## src/rtl/addctrl_pkg.sv

```systemverilog
// Shared types and constants for the nibble-serial add controller.
// Used by nibble_serial_add_ctrl and its adder slice.
package addctrl_pkg;

  localparam int NIBBLE_W = 4;

  typedef enum logic [1:0] {
    IDLE = 2'd0,
    RUN  = 2'd1,
    DONE = 2'd2
  } state_e;

  // Counter width for n states, never less than one bit.
  function automatic int clog2(input int n);
    int r;
    r = 0;
    for (int i = 0; i < 31; i++) begin
      if ((1 << i) < n) r = i + 1;
    end
    return (r < 1) ? 1 : r;
  endfunction

endpackage

```

## src/rtl/nibble_serial_add_ctrl_slice.sv

```systemverilog
// Combinational 4-bit ripple-carry adder slice.
// One instance is reused every cycle by the serial controller.
module four_bit_add_slice
  import addctrl_pkg::*;
(
  input  logic [NIBBLE_W-1:0] a4,
  input  logic [NIBBLE_W-1:0] b4,
  input  logic                cin,
  output logic [NIBBLE_W-1:0] s4,
  output logic                cout
);

  logic [NIBBLE_W:0] c;

  // Explicit ripple chain through the four bit positions.
  always_comb begin
    c    = '0;
    s4   = '0;
    c[0] = cin;
    for (int i = 0; i < NIBBLE_W; i++) begin
      s4[i]   = a4[i] ^ b4[i] ^ c[i];
      c[i+1]  = (a4[i] & b4[i]) | (c[i] & (a4[i] ^ b4[i]));
    end
    cout = c[NIBBLE_W];
  end

endmodule

```

## src/rtl/nibble_serial_add_ctrl.sv

```systemverilog
// Adds WIDTH-bit operands one nibble per clock through one 4-bit slice.
// Optional subtract (sub port, A+~B+1) with `define ADDCTRL_SUBTRACT_EN.
module nibble_serial_add_ctrl
  import addctrl_pkg::*;
#(
  parameter int WIDTH = 16
) (
  input  logic             clk,
  input  logic             rst_n,
  input  logic             req_valid,
  output logic             req_ready,
  input  logic [WIDTH-1:0] a,
  input  logic [WIDTH-1:0] b,
`ifdef ADDCTRL_SUBTRACT_EN
  input  logic             sub,
`endif
  output logic             rsp_valid,
  input  logic             rsp_ready,
  output logic [WIDTH-1:0] sum,
  output logic             cout
);

  localparam int NIB = WIDTH / NIBBLE_W;
  localparam int CW  = clog2(NIB);
  localparam logic [CW-1:0] LAST = CW'(NIB - 1);

  state_e           state_q, state_d;
  logic [CW-1:0]    cnt_q, cnt_d;
  logic             carry_q, carry_d;
  logic [WIDTH-1:0] opa_q, opa_d;
  logic [WIDTH-1:0] opb_q, opb_d;
  logic [WIDTH-1:0] sum_q, sum_d;
  logic             cout_q, cout_d;

  logic                sub_w;
  logic [NIBBLE_W-1:0] sl_s;
  logic                sl_c;

`ifdef ADDCTRL_SUBTRACT_EN
  assign sub_w = sub;
`else
  assign sub_w = 1'b0;
`endif

  four_bit_add_slice u_slice (
    .a4   (opa_q[NIBBLE_W-1:0]),
    .b4   (opb_q[NIBBLE_W-1:0]),
    .cin  (carry_q),
    .s4   (sl_s),
    .cout (sl_c)
  );

  // Handshake flags decode from state only.
  assign req_ready = (state_q == IDLE);
  assign rsp_valid = (state_q == DONE);
  assign sum       = sum_q;
  assign cout      = cout_q;

  // Next-state: capture, nibble stepping, and response hold.
  always_comb begin
    state_d = state_q;
    cnt_d   = cnt_q;
    carry_d = carry_q;
    opa_d   = opa_q;
    opb_d   = opb_q;
    sum_d   = sum_q;
    cout_d  = cout_q;
    unique case (state_q)
      IDLE: begin
        if (req_valid) begin
          opa_d   = a;
          opb_d   = sub_w ? ~b : b;
          carry_d = sub_w;
          cnt_d   = '0;
          state_d = RUN;
        end
      end
      RUN: begin
        sum_d   = {sl_s, sum_q[WIDTH-1:NIBBLE_W]};
        opa_d   = opa_q >> NIBBLE_W;
        opb_d   = opb_q >> NIBBLE_W;
        carry_d = sl_c;
        cnt_d   = cnt_q + 1'b1;
        if (cnt_q == LAST) begin
          cout_d  = sl_c;
          cnt_d   = '0;
          state_d = DONE;
        end
      end
      DONE: begin
        if (rsp_ready) state_d = IDLE;
      end
      default: state_d = IDLE;
    endcase
  end

  // All controller state in one register bank.
  always_ff @(posedge clk or negedge rst_n) begin
    if (!rst_n) begin
      state_q <= IDLE;
      cnt_q   <= '0;
      carry_q <= 1'b0;
      opa_q   <= '0;
      opb_q   <= '0;
      sum_q   <= '0;
      cout_q  <= 1'b0;
    end else begin
      state_q <= state_d;
      cnt_q   <= cnt_d;
      carry_q <= carry_d;
      opa_q   <= opa_d;
      opb_q   <= opb_d;
      sum_q   <= sum_d;
      cout_q  <= cout_d;
    end
  end

endmodule

```

## config.mk

```make
export PLATFORM = sky130hd
export DESIGN_NAME = nibble_serial_add_ctrl
export DESIGN_NICKNAME = d
export VERILOG_FILES = /design/src/rtl/addctrl_pkg.sv /design/src/rtl/nibble_serial_add_ctrl_slice.sv /design/src/rtl/nibble_serial_add_ctrl.sv
export SDC_FILE = /design/constraint.sdc
export NUM_CORES = 1
export LEC_CHECK = 0
export CORE_MARGIN = 2
export CORE_UTILIZATION = 45
export CTS_CLUSTER_SIZE = 30
export DETAILED_ROUTE_END_ITERATION = 8
export GPL_TIMING_DRIVEN = 0
export PLACE_DENSITY = 0.74
export REMOVE_ABC_BUFFERS = 1
export SKIP_LAST_GASP = 1
export SLEW_MARGIN = 5
export SYNTH_ARGS = -nofsm -noshare
export SYNTH_HDL_FRONTEND = slang
export SYNTH_SLANG_ARGS = --single-unit
```

## constraint.sdc

```tcl
create_clock -name clk -period 2.3 [get_ports clk]
set_clock_uncertainty 0.1 [all_clocks]
set_input_delay 0.345 -clock clk [delete_from_list [all_inputs] [get_ports clk]]
set_output_delay 0.345 -clock clk [all_outputs]
set_load 0.005 [all_outputs]
```

==> impl_metrics.yaml <==
outcome:
  status: "complete, no violations"
timing:
  rsz0062_at_grt: "true"
  post-route-min-period_ns: 2.21
  report.final.setup_viol: 0
  max_slew_margin_pct: 34.3
  timing_worst_slew_pin_value_ns: 0.985
  timing.final.hold_violations: 0
  max_clock_freq_mhz: 453
  timing.final.max_slew_violations: 0
  period_share_pct: 96.0
min_path:
  min-delay-start: "cnt_q[0]"
  holdPathStages: 1
  hold_class: "flip-flop to flip-flop"
  hold-path-endpoint: "cnt_q[0]"
final_layout:
  area_growth_pct: 28.7
  final_net_count: 307
  multi_input_gate_area_in_the_final_layout_um2: 971
  post_route_design_area_um2: 3160
  final_layout_size_suffix_gt1_share_pct: 16.9
  layout.core_utilization_pct: 61.1
  nFillCells: 445
  antenna-diode-count: 0
  register_area_um2: 1360
grt:
  grt_use_met1_pct: 23.9
  grt_pass1_vias: 1705
  grtUsageTotal_pct: 17.6
  grt_antenna_before_repair: 0
  grt_busiest_layer: "met2"
  globalRouteMet2Util_pct: 27.3
  gr-usage-met3_pct: 4.77
  pin_count_of_the_biggest_net_entering_global_routing: 43
  globalRouteOverflowTotal: 0
  grt_pass1_wl_um: 8310
routing:
  routed_wire_per_std_cell_um: 15.4
  final_antenna_net_count: 0
  drt-initial-drc-count: 121
  avgViaCountPerCell: 5.52
  drtPass1Iterations: 5
  route.vias.total: 1860
  detail_route.drc_violations: 0
  detail_route.wirelength_um: 5170
cts:
  cts_tree: "done"
  clock_sinks: 54
  clock_tree.htree_level_count: 2
  cts_inserted_buffers: 5
  worst_setup_hold_path_clk_slew_ns: 0.09
  worst_skew_pair.late_latency_ns: 0.30
  ctsRootBufferMaster: "sky130_fd_sc_hd__clkbuf_8"
  clock_path_buffers: 2
power_and_ir_drop:
  power.ir.vdd_worst_v: 0.000571
  p_per_area_nw_per_um2: 1390
  leakagePower_uw: 0.00132
worst_setup_path:
  reg2reg_to: "sum[15]"
  crit_path_end_kind: "flip-flop"
  cp_data_arrival_time_ns: 2.33
  critPathLaunchType: "flip-flop"
  r2r_start: "opb_q[0]"
  reg2reg_depth: 8
  worst_setup_slack_for_register_to_register_paths_ns: 0.09
  critPathKind: "flip-flop to flip-flop"
  critical_path_peak_fanout: 2
  timing.critical_path.required_ns: 2.43
floorplanning:
  die_w_um: 77.9
  floorplan.die_area_um2: 6060
  num_io_pins: 55
  initial_core_utilization_pct: 47.5
  die_h_um: 77.9
  rows: 26
  core_region_area_um2: 5170
yosys:
  postSynth.asyncResetShare_pct: 100
  post_synthesis_mean_instance_area_um2: 11.5
  postSynthRegisterBits: 54
  leading_area_contributor_after_synthesis: "sky130_fd_sc_hd__dfrtp_1"
  yosysSeqAreaShare_pct: 55.0
  synth.most_common_cell: "sky130_fd_sc_hd__dfrtp_1"
  synth-edff-count: 0
  syn-instance-count: 214
  yosysTopAreaCellShare_pct: 55.0
  synth_flop_cell: "sky130_fd_sc_hd__dfrtp_1"
  synth.distinct_cells: 24
  syn-cell-area_um2: 2450
  synth_warnings: 0
  netlist_top_cells_area: "sky130_fd_sc_hd__dfrtp_1, sky130_fd_sc_hd__o22ai_1, sky130_fd_sc_hd__mux2_4"
  synth_top_cells_by_count: "sky130_fd_sc_hd__dfrtp_1, sky130_fd_sc_hd__o22ai_1, sky130_fd_sc_hd__o21ai_0"
placed_design:
  finalWeightedCongestion: 0.716
  dpl_cell_area_um2: 2990
  placement.io_buffers: 54
  hpwl_um: 3340
job:
  timing.max_cap.violations: 0
-- registers in the layout (all words and copies together), names as in the netlist --
| register | cells |
|---|---|
| cnt_q | 2 |
| opa_q | 16 |
| carry_q | 1 |
| state_q | 2 |
| cout | 1 |
| sum | 16 |
| opb_q | 16 |
-- timing repair --
| item | in CTS | in global routing |
|---|---|---|
| endpoints found under the hold margin | 20 | 0 |
| pin swaps | 1 | 2 |
| setup buffers | 1 | 5 |
| gates cloned | 1 | 0 |
| setup endpoints to repair | 26 | 3 |
| resized for setup | 7 | 5 |
| hold buffers | 1 | 0 |
-- cell usage in the layout, fill, tap and decap left out, types with 2 or more instances in the layout --
| cell | count |
|---|---|
| sky130_fd_sc_hd__dfrtp_1 | 53 |
| sky130_fd_sc_hd__clkdlybuf4s50_1 | 52 |
| sky130_fd_sc_hd__o22ai_1 | 37 |
| sky130_fd_sc_hd__o21ai_0 | 22 |
| sky130_fd_sc_hd__a21oi_1 | 18 |
| sky130_fd_sc_hd__mux2_4 | 12 |
| sky130_fd_sc_hd__nand2_1 | 11 |
| sky130_fd_sc_hd__inv_1 | 7 |
| sky130_fd_sc_hd__clkbuf_8 | 6 |
| sky130_fd_sc_hd__buf_4 | 6 |
| sky130_fd_sc_hd__nand3b_1 | 5 |
| sky130_fd_sc_hd__o221a_2 | 4 |
| sky130_fd_sc_hd__nor2_2 | 3 |
| sky130_fd_sc_hd__nand2b_1 | 3 |
| sky130_fd_sc_hd__a2bb2oi_1 | 3 |
| sky130_fd_sc_hd__fa_2 | 3 |
| sky130_fd_sc_hd__inv_2 | 2 |
| sky130_fd_sc_hd__o21ai_1 | 2 |
| sky130_fd_sc_hd__o31ai_1 | 2 |
| sky130_fd_sc_hd__mux2_2 | 2 |
-- power breakdown --
group,internal (µW),total (µW),switching [µW]
Sequential,1420,1820,399
Clock,243,538,295
Combinational,1180,2020,842
-- layer usage --
layer,wire [µm],part of all wire [%]
met1,2360,46
met2,2470,48
met3,253,4.9
met4,89,1.7
met5,0,0
-- cell families (layout without fill, tap and decap cells) --
group,count (synthesis),in the layout,share of synthesized area [%]
AO/OA/AOI/OAI,88,88,21.5
AND/OR/NAND/NOR,25,25,5.51
flip-flops,54,54,55.0
adder cells (fa/ha/maj),5,5,3.77
multiplexers,14,14,8.26
buffers and inverters,28,81,5.91
-- worst max-delay path: stages (launching register included) --
cell and delay, ns:
sky130_fd_sc_hd__dfrtp_1 0.42, sky130_fd_sc_hd__fa_2 0.39, sky130_fd_sc_hd__inv_2 0.07, sky130_fd_sc_hd__fa_2 0.17
sky130_fd_sc_hd__inv_1 0.05, sky130_fd_sc_hd__fa_2 0.33, sky130_fd_sc_hd__inv_2 0.07, sky130_fd_sc_hd__fa_1 0.42
sky130_fd_sc_hd__o21ai_1 0.13
-- through the flow --
stage          hold WS [ns]  setup TNS [ns]  cells  worst slack [ns]  total power [µW]
4_1_cts               0.397         -0.0854    332           -0.0854              4350
3_3_place_gp          0.367          -55.38    320            -0.798              3680
3_5_place_dp          0.237          -12.23    321            -0.485              3760
2_1_floorplan       -0.0506               0    196             0.140              3010
5_1_grt               0.429         -0.0368    337           -0.0368              4720
6_report              0.391               0    337            0.0924              4380
-- worst max path at each step --
stage,from,end,cells after the start
after CTS,state_q[1],rsp_valid,3
after floorplan,carry_q,sum[15],8
after detailed placement,req_valid,opb_q[7],4
after global routing,opb_q[0],sum[15],8
final,opb_q[0],sum[15],8
after global placement,rst_n,opa_q[14],1
-- layout make-up --
type / instances / share of cell area (%)
flip-flops and latches: 54 / 42.9
inverters: 10 / 1.31
clock inverters: 1 / 0.158
clock buffers: 7 / 2.73
repair buffers: 62 / 19.3
well taps: 70 / 2.77
repair inverters: 1 / 0.158
multi-input cells: 132 / 30.7
No activity file was read; power rests on OpenSTA's default activity.
